$ cat src/rtl/nand_gate.sv
// nand_gate: bit-wise 2-input NAND with a registered copy of the result and
// a saturating count of enabled cycles in which any result bit is low.
// The output y is purely combinational and works with clk left idle.
// Optional feature macro: NAND_GATE_STICKY_EN adds the all_low_seen flag,
// which goes high once an enabled cycle sees y all zeros and holds until reset.
module nand_gate #(
  parameter int WIDTH = 1,
  parameter int CNT_W = 8
) (
  input  logic [WIDTH-1:0] a,
  input  logic [WIDTH-1:0] b,
  output logic [WIDTH-1:0] y,
  input  logic             clk,
  input  logic             rst,
  input  logic             en,
  output logic [WIDTH-1:0] y_q,
  output logic [CNT_W-1:0] low_cnt
`ifdef NAND_GATE_STICKY_EN
  ,
  output logic             all_low_seen
`endif
);

  // Pure gate. A 0 on either input forces a 1 under the standard operator
  // semantics, and X/Z on the other inputs propagates as usual.
  assign y = ~(a & b);

  // The result has a low bit whenever it is not all ones.
  logic any_low;
  assign any_low = (y != {WIDTH{1'b1}});

  // The counter has reached its maximum and must hold there instead of wrapping.
  logic cnt_full;
  assign cnt_full = (low_cnt == {CNT_W{1'b1}});

  // Capture the registered NAND and the saturating low-bit count.
  // Reset takes priority over the enable.
  always_ff @(posedge clk) begin
    // NOTE: sequential state uses non-blocking assignments, so every register
    // in this block samples the values that existed before the clock edge.
    if (rst) begin
      y_q     <= {WIDTH{1'b1}};
      low_cnt <= '0;
    end else if (en) begin
      y_q <= y;
      if (any_low && !cnt_full) begin
        low_cnt <= low_cnt + CNT_W'(1);
      end
    end
  end

`ifdef NAND_GATE_STICKY_EN
  // Sticky flag. It sets on an enabled cycle where y is all zeros, which
  // means a and b are both all ones, and it clears only on reset.
  always_ff @(posedge clk) begin
    if (rst) begin
      all_low_seen <= 1'b0;
    end else if (en && (y == {WIDTH{1'b0}})) begin
      all_low_seen <= 1'b1;
    end
  end
`endif

endmodule

$ cat config.mk
export PLATFORM = sky130hd
export DESIGN_NAME = nand_gate
export DESIGN_NICKNAME = d
export VERILOG_FILES = /design/src/rtl/nand_gate.sv
export SDC_FILE = /design/constraint.sdc
export NUM_CORES = 1
export LEC_CHECK = 0
export CAP_MARGIN = 20
export CORE_AREA = 4 4 41 43
export DETAILED_ROUTE_END_ITERATION = 7
export DIE_AREA = 0 0 45 47
export PLACE_DENSITY = 0.7
export SLEW_MARGIN = 0
export SYNTH_ARGS = -nofsm -noshare
export SYNTH_HDL_FRONTEND = slang
export SYNTH_SLANG_ARGS = --single-unit
$ cat constraint.sdc
create_clock -name clk -period 2.7 [get_ports clk]
set_input_delay 0.81 -clock clk [delete_from_list [all_inputs] [get_ports clk]]
set_output_delay 0.81 -clock clk [all_outputs]
set_load 0.03 [all_outputs]
== Word-level counts from Yosys, hierarchy flattened ==
Cells that the tools add are included.

* Flip-flop bits (word level): 9
* Input bits: 5
* Output and inout bits: 10
* Word-level logic and storage cells: 9

* Add/subtract/negate cells: 1
* Equality and inequality tests: 1
* Bitwise gates (word level): 2
* Reduce and logical (&&, ||, !) cells: 3

{| class="wikitable"
|+ Operator list
! operator !! number
|-
| 8-bit by 1-bit adder with 8-bit output, second input constant || 1
|-
| 8-bit equality test, second input constant || 1
|-
| 2-bit AND reduction || 1
|-
| 1-bit bitwise AND || 1
|-
| 1-bit logical AND || 1
|-
| 1-bit logical NOT || 1
|-
| 1-bit inverter || 1
|}

== Longest topological paths before layout ==
Gate-level depths: netlist (run 1).

* Depth in word-level cells: 4
* Gate-level depth with buffers: 4

== Worst setup path after synthesis (run 1) ==
Ideal clock, no wire load.

* Path type: in2out
* Start point: input port a
* End point: output port y
* Arrival time: 1,222 ps
* Required time: 1,890 ps
* Path slack: 668 ps
* Stages on the path: 2
* Buffers on the path: 0
* Cell sequence: and2_1 inv_1

* Longest elaborated chain between the ends: 2

{| class="wikitable"
|+ Ends and longest elaborated chain
! element !! RTL line !! RTL
|-
| start: declaration || 10 || <nowiki>input logic [WIDTH-1:0] a,</nowiki>
|-
| 1-bit bitwise AND || 26 || <nowiki>assign y = ~(a & b);</nowiki>
|-
| 1-bit inverter || 26 ||
|-
| end: declaration || 12 || <nowiki>output logic [WIDTH-1:0] y,</nowiki>
|}

No other way between the ends.

== Worst setup path in the final report (run 1) ==
* Start point: input port b
* End point: output port y

* Longest elaborated chain between the ends: 2

{| class="wikitable"
|+ Ends and longest elaborated chain
! element !! RTL line !! RTL
|-
| start: declaration || 11 || <nowiki>input logic [WIDTH-1:0] b,</nowiki>
|-
| 1-bit bitwise AND || 26 ||
|-
| 1-bit inverter || 26 ||
|}

No other way between the ends.

==> results.yml, run 1 <==
sta:
  finalCritPeriodShare: 0.948
  tightest_slew_ns: 0.381
  skew_ns: 0.00384
  fin_hold_ws_ns: 0.505
  rsz0062_at_grt: "no"
  final_hold_viol_count: 0
  period_needed_ns: 2.56
  setup_viol: 0
  fmax_ghz: 0.391
  fin_ws_ns: 0.141
  relSlewSlack: 0.746
  tns_ns: 0
  slew_viol_final: 0
floorplanning:
  die_w_um: 45
  io_pins: 15
  coreArea_um2: 1300
  die-area_um2: 2120
  initial_core_util: 0.379
  core.rowCount: 13
  dieHeight_um: 47
clock_tree:
  holdBufCountCts: 0
  clock_path_buffers: 2
  post_cts_resized: 0
  clk_pin_slew_ns: 0.06
  cts.sinks: 9
  cts_root_buf: "clkbuf_4"
  cts_tree: "done"
  cts_inserted_buffers: 3
  cts_setup_buffers: 0
  cts-htree-levels: 1
  clk_latency_ns: 0.26
yosys:
  synth-seq-cells: 9
  synth_cell_types: 27
  synthFlopType: "dfxtp_1"
  yosysSeqAreaShare: 0.365
  syn_area_um2: 493
  synthCells: 52
  synth-edff-count: 0
  ys_async_sr_fraction: 0
  synth_nets: 58
  synth_area_per_cell_um2: 9.48
  synth_warnings: 0
setup_path:
  worstSetupPathType: "in -> out"
  timing.rr.start: "low_cnt[0]"
  r2r_cells: 4
  reg2reg_to: "low_cnt[0]"
  cp-end-kind: "output port"
  cp.required_ns: 1.89
  crit_path_max_fanout: 4
  rrSetupSlack_ns: 1.20
  start_kind: "input port"
  worstPathArrival_ns: 1.75
global_routing:
  antenna_found_initial: 0
  grt_first_pass_wirelength_mm: 1.99
  grt_pass1_vias: 456
  grt_max_degree: 12
  globalRouteTotalUtil: 0.132
  grt-ovfl-total: 0
pwr:
  peakVddDrop_v: 0.000275
  total_power_uw: 273
  leakage_nw: 0.239
  powerDensity_nw_per_um2: 401
cells_and_area:
  nets: 77
  drive_above_1_share: 0.171
  area_growth_pct: 37.8
  final_common_cell: "clkdlybuf4s50_1"
  num_antenna_cells: 0
  final_cell_mix: "clkdlybuf4s50_1, dfxtp_1, a21oi_1"
detailed_routing:
  first_iter_violations: 8
  ant_nets: 0
  via_count: 494
  post_drt_wl_per_cell_um: 14.2
  firstDrtPassIters: 4
  avgViaCountPerCell: 5.81
  routed_wl_mm: 1.21
  drc_errors: 0
hold_path:
  whs_endpoint: "y_q"
  whs_path_depth: 2
  hold_path.class: "reg -> reg"
  min_from: "y_q"
placed_design:
  numPortBuffers: 14
  dp_hpwl_um: 838
  gp_congestion: 0.799
  dp_slack_ns: 0.164
run:
  drv_cap: 0
status:
  status: "completed"
==> metal layers <==
metal  vias to the layer above  routed length [um]  global-route usage
met3                         2                  81              0.0613
met2                        18                 526               0.195
li1                        245                   -                   -
met5                         -                   0                   0
met4                         0                   5              0.0585
met1                       229                 593               0.164
==> state kept, by name (all words and copies together) (netlist names) <==
name     cells
y_q          1
low_cnt      8
==> stage by stage <==
stage          instance area (um^2)  cells  utilization
6_report                        679     85        0.522
5_1_grt                         679     85        0.522
4_1_cts                         679     85        0.522
3_5_place_dp                    653     81        0.502
3_3_place_gp                    653     81        0.502
2_1_floorplan                   493     52            -
==> cells in the mapped netlist, types with 2 or more instances <==
cell | n | area share
and3_2 | 2 | 0.030
a211oi_1 | 2 | 0.030
nand4_1 | 2 | 0.025
nand3_1 | 3 | 0.030
nand2b_1 | 2 | 0.025
and4_1 | 2 | 0.036
a31oi_1 | 2 | 0.025
nor2_1 | 2 | 0.015
and2_1 | 2 | 0.025
dfxtp_1 | 9 | 0.37
nor3_1 | 3 | 0.030
a311oi_1 | 3 | 0.053
a21oi_1 | 4 | 0.041
==> critical path, cell delays in order <==
cell and delay (ns):
clkdlybuf4s50_1 0.53, and2_1 0.17, inv_1 0.07, buf_4 0.17
==> report_power, final <==
group	internal (mW)	switching [mW]
Sequential	0.134	0.00163
Clock	0.0571	0.0488
Combinational	0.0148	0.0159
Total	0.206	0.0663
==> cell type report <==
class / instances / area (um^2)
multi-input combinational: 41 / 305
sequential: 9 / 180
clock buffer: 4 / 26.3
timing repair buffer: 15 / 145
inverter: 1 / 3.75
fill: 131 / 622
tap: 15 / 18.8
==> how the worst max path moves through the flow <==
| stage | from | end | cells after the start |
|---|---|---|---|
| floorplan | a | y | 2 |
| global placement | a | y | 4 |
| detailed placement | b | y | 4 |
| CTS | b | y | 4 |
| global route | a | y | 4 |
| finish | b | y | 4 |
==> logic make-up (layout without fill, tap and decap cells) <==
kind of cell	after synthesis	count (layout)	share of synthesized area
simple gates	24	24	0.317
compound gates	14	14	0.226
flops	9	9	0.365
mux	2	2	0.0508
fa+ha+maj	1	1	0.0254
buf+inv	2	20	0.0152
Note: power is estimated with default switching activity, not from simulation.
==> inputs of run 2 (changes only) <==
--- a/config.mk
+++ b/config.mk
@@ -9,7 +9,7 @@
 export CORE_AREA = 4 4 41 43
 export DETAILED_ROUTE_END_ITERATION = 7
 export DIE_AREA = 0 0 45 47
-export PLACE_DENSITY = 0.7
+export PLACE_DENSITY = 0.72
 export SLEW_MARGIN = 0
 export SYNTH_ARGS = -nofsm -noshare
 export SYNTH_HDL_FRONTEND = slang
==> constraint.sdc (replaced) <==
create_clock -name clk -period 2.25 [get_ports clk]
set_input_delay 0.675 -clock clk [delete_from_list [all_inputs] [get_ports clk]]
set_output_delay 0.675 -clock clk [all_outputs]
set_load 0.03 [all_outputs]
==> run 2 against run 1 <==
Worst hold slack gained 0.019 ns. Non-clock buffer count grew 5. Final area grew 5.9%. Via count grew 0.61%. Clock power grew 18%. Highest routed layer unchanged. Clock skew is essentially flat. Utilization grew 3.1 points. Flip-flop and latch count is the same. Sequential power grew 20%.
==> results.yml, run 2 (synthesis gave the netlist of run 1 again) <==
status:
  status: "completed"
setup_path:
  start_kind: "register"
  cp_cell_sequence: "clkdlybuf4s50_1"
  slowest_delay_ns: 0.74
  worstSetupPathType: "reg -> out"
  cp-end-kind: "output port"
  crit_path_end: "low_cnt[7]"
  worstPathArrival_ns: 1.51
  crit_path_max_fanout: 9
  cp.required_ns: 1.57
  timing.rr.start: "low_cnt[0]"
  path_depth: 1
  critical_path.top_delay_family: "buffers and inverters"
  r2r_cells: 4
  worst-path-buf-inv: 1
  slowest_stage: "clkdlybuf4s50_1"
  crit_start: "low_cnt[7]"
  reg2reg_to: "low_cnt[0]"
  rrSetupSlack_ns: 0.73
cells_and_area:
  drive_above_1_share: 0.240
  area_growth_pct: 45.9
  post-route-util: 0.553
  multi_input_area_um2: 308
  n_fill_cell: 134
  final_common_cell: "clkdlybuf4s50_1"
  top_regs: "low_cnt (8), y_q (1)"
  largest_reg_flops: 8
  stdcell_count: 90
  final_cell_mix: "clkdlybuf4s50_1, dfxtp_1, buf_4"
  nets: 82
  num_antenna_cells: 0
  top_register: "low_cnt"
  ff_latch_area_um2: 180
clock_tree:
  cts_setup_buffers: 0
  cts.sinks: 9
  cts_tree: "done"
  clk_pin_slew_ns: 0.06
  clock_path_buffers: 2
  holdBufCountCts: 0
  cts_inserted_buffers: 3
  post_cts_resized: 0
  clk_latency_ns: 0.26
  cts-htree-levels: 1
  cts_root_buf: "clkbuf_4"
sta:
  finalCritPeriodShare: 0.970
  period_needed_ns: 2.18
  fin_hold_ws_ns: 0.524
  tightest_slew_ns: 0.334
  setup_viol: 0
  fmax_ghz: 0.458
  relSlewSlack: 0.777
  final_hold_viol_count: 0
  slew_viol_final: 0
  rsz0062_at_grt: "no"
  tns_ns: 0
  skew_ns: 0.00347
hold_path:
  hold_path.class: "reg -> reg"
  whs_path_depth: 2
detailed_routing:
  via_count: 497
  drc_errors: 0
  routed_wl_mm: 1.11
  post_drt_wl_per_cell_um: 12.3
  avgViaCountPerCell: 5.52
  ant_nets: 0
  firstDrtPassIters: 4
  first_iter_violations: 12
global_routing:
  antenna_found_initial: 0
  globalRouteTotalUtil: 0.132
  grt_max_degree: 10
  grt-ovfl-total: 0
  grt_first_pass_wirelength_mm: 1.97
  grt_pass1_vias: 469
pwr:
  peakVddDrop_v: 0.000298
  p_int_uw: 252
  leakage_nw: 0.265
  p_comb_frac: 0.127
  p_clk_frac: 0.378
  switchingPower_uw: 78.0
  swShare: 0.236
  seqPwrFrac: 0.495
  powerDensity_nw_per_um2: 459
floorplanning:
  core.rowCount: 13
  coreArea_um2: 1300
  initial_core_util: 0.379
  die-area_um2: 2120
  dieHeight_um: 47
  io_pins: 15
  die_w_um: 45
placed_design:
  numPortBuffers: 14
  dp.cells: 86
  gp_congestion: 0.767
  dp_hpwl_um: 818
run:
  drv_cap: 0
run 2: cell count changes in the layout (fill, tap and decap cells not counted):
cell / delta
and2_1: -1
and2_4: +1
buf_4: +5
run 2: power by group through the flow:
stage,combinational [mW],sequential (mW),clock (mW)
floorplan,0.0145,0.170,0
global placement,0.0410,0.167,0
detailed placement,0.0412,0.167,0
CTS,0.0415,0.163,0.129
global route,0.0460,0.164,0.140
finish,0.0421,0.163,0.125
run 2: final cells by class:
cell class              instances  share of cell area
clock buffers                   4              0.0365
well taps                      15              0.0261
inverters                       1             0.00522
multi-input cells              41               0.428
flip-flops and latches          9               0.250
repair buffers                 20               0.254
run 2: how the worst min path moves through the flow:
stage               from  slack, ns  end
floorplan            y_q       0.62  y_q
global placement     y_q       0.49  y_q
detailed placement   y_q       0.49  y_q
CTS                  y_q       0.52  y_q
global route         y_q       0.55  y_q
finish               y_q       0.52  y_q
run 2: worst register-to-register path: stages, from the launching register on:
cell and delay [ns]:
dfxtp_1 0.36, ha_1 0.30, and2_1 0.24, a31oi_4 0.20, mux2_4 0.31
run 2: metal layers:
metal,vias to the layer above,wire length [um],global-route usage
li1,256,-,-
met1,227,544,0.171
met2,12,491,0.189
met3,2,65,0.0383
met4,0,9,0.0877
met5,-,0,0
run 2: stage by stage:
step | cell area, um^2 | power, mW | setup WS, ns
6_report | 719 | 0.330 | 0.0671
3_5_place_dp | 691 | 0.208 | 0.0452
2_1_floorplan | 493 | 0.185 | 0.488
5_1_grt | 719 | 0.349 | 0.00713
4_1_cts | 717 | 0.334 | 0.0452
3_3_place_gp | 691 | 0.208 | 0.0491
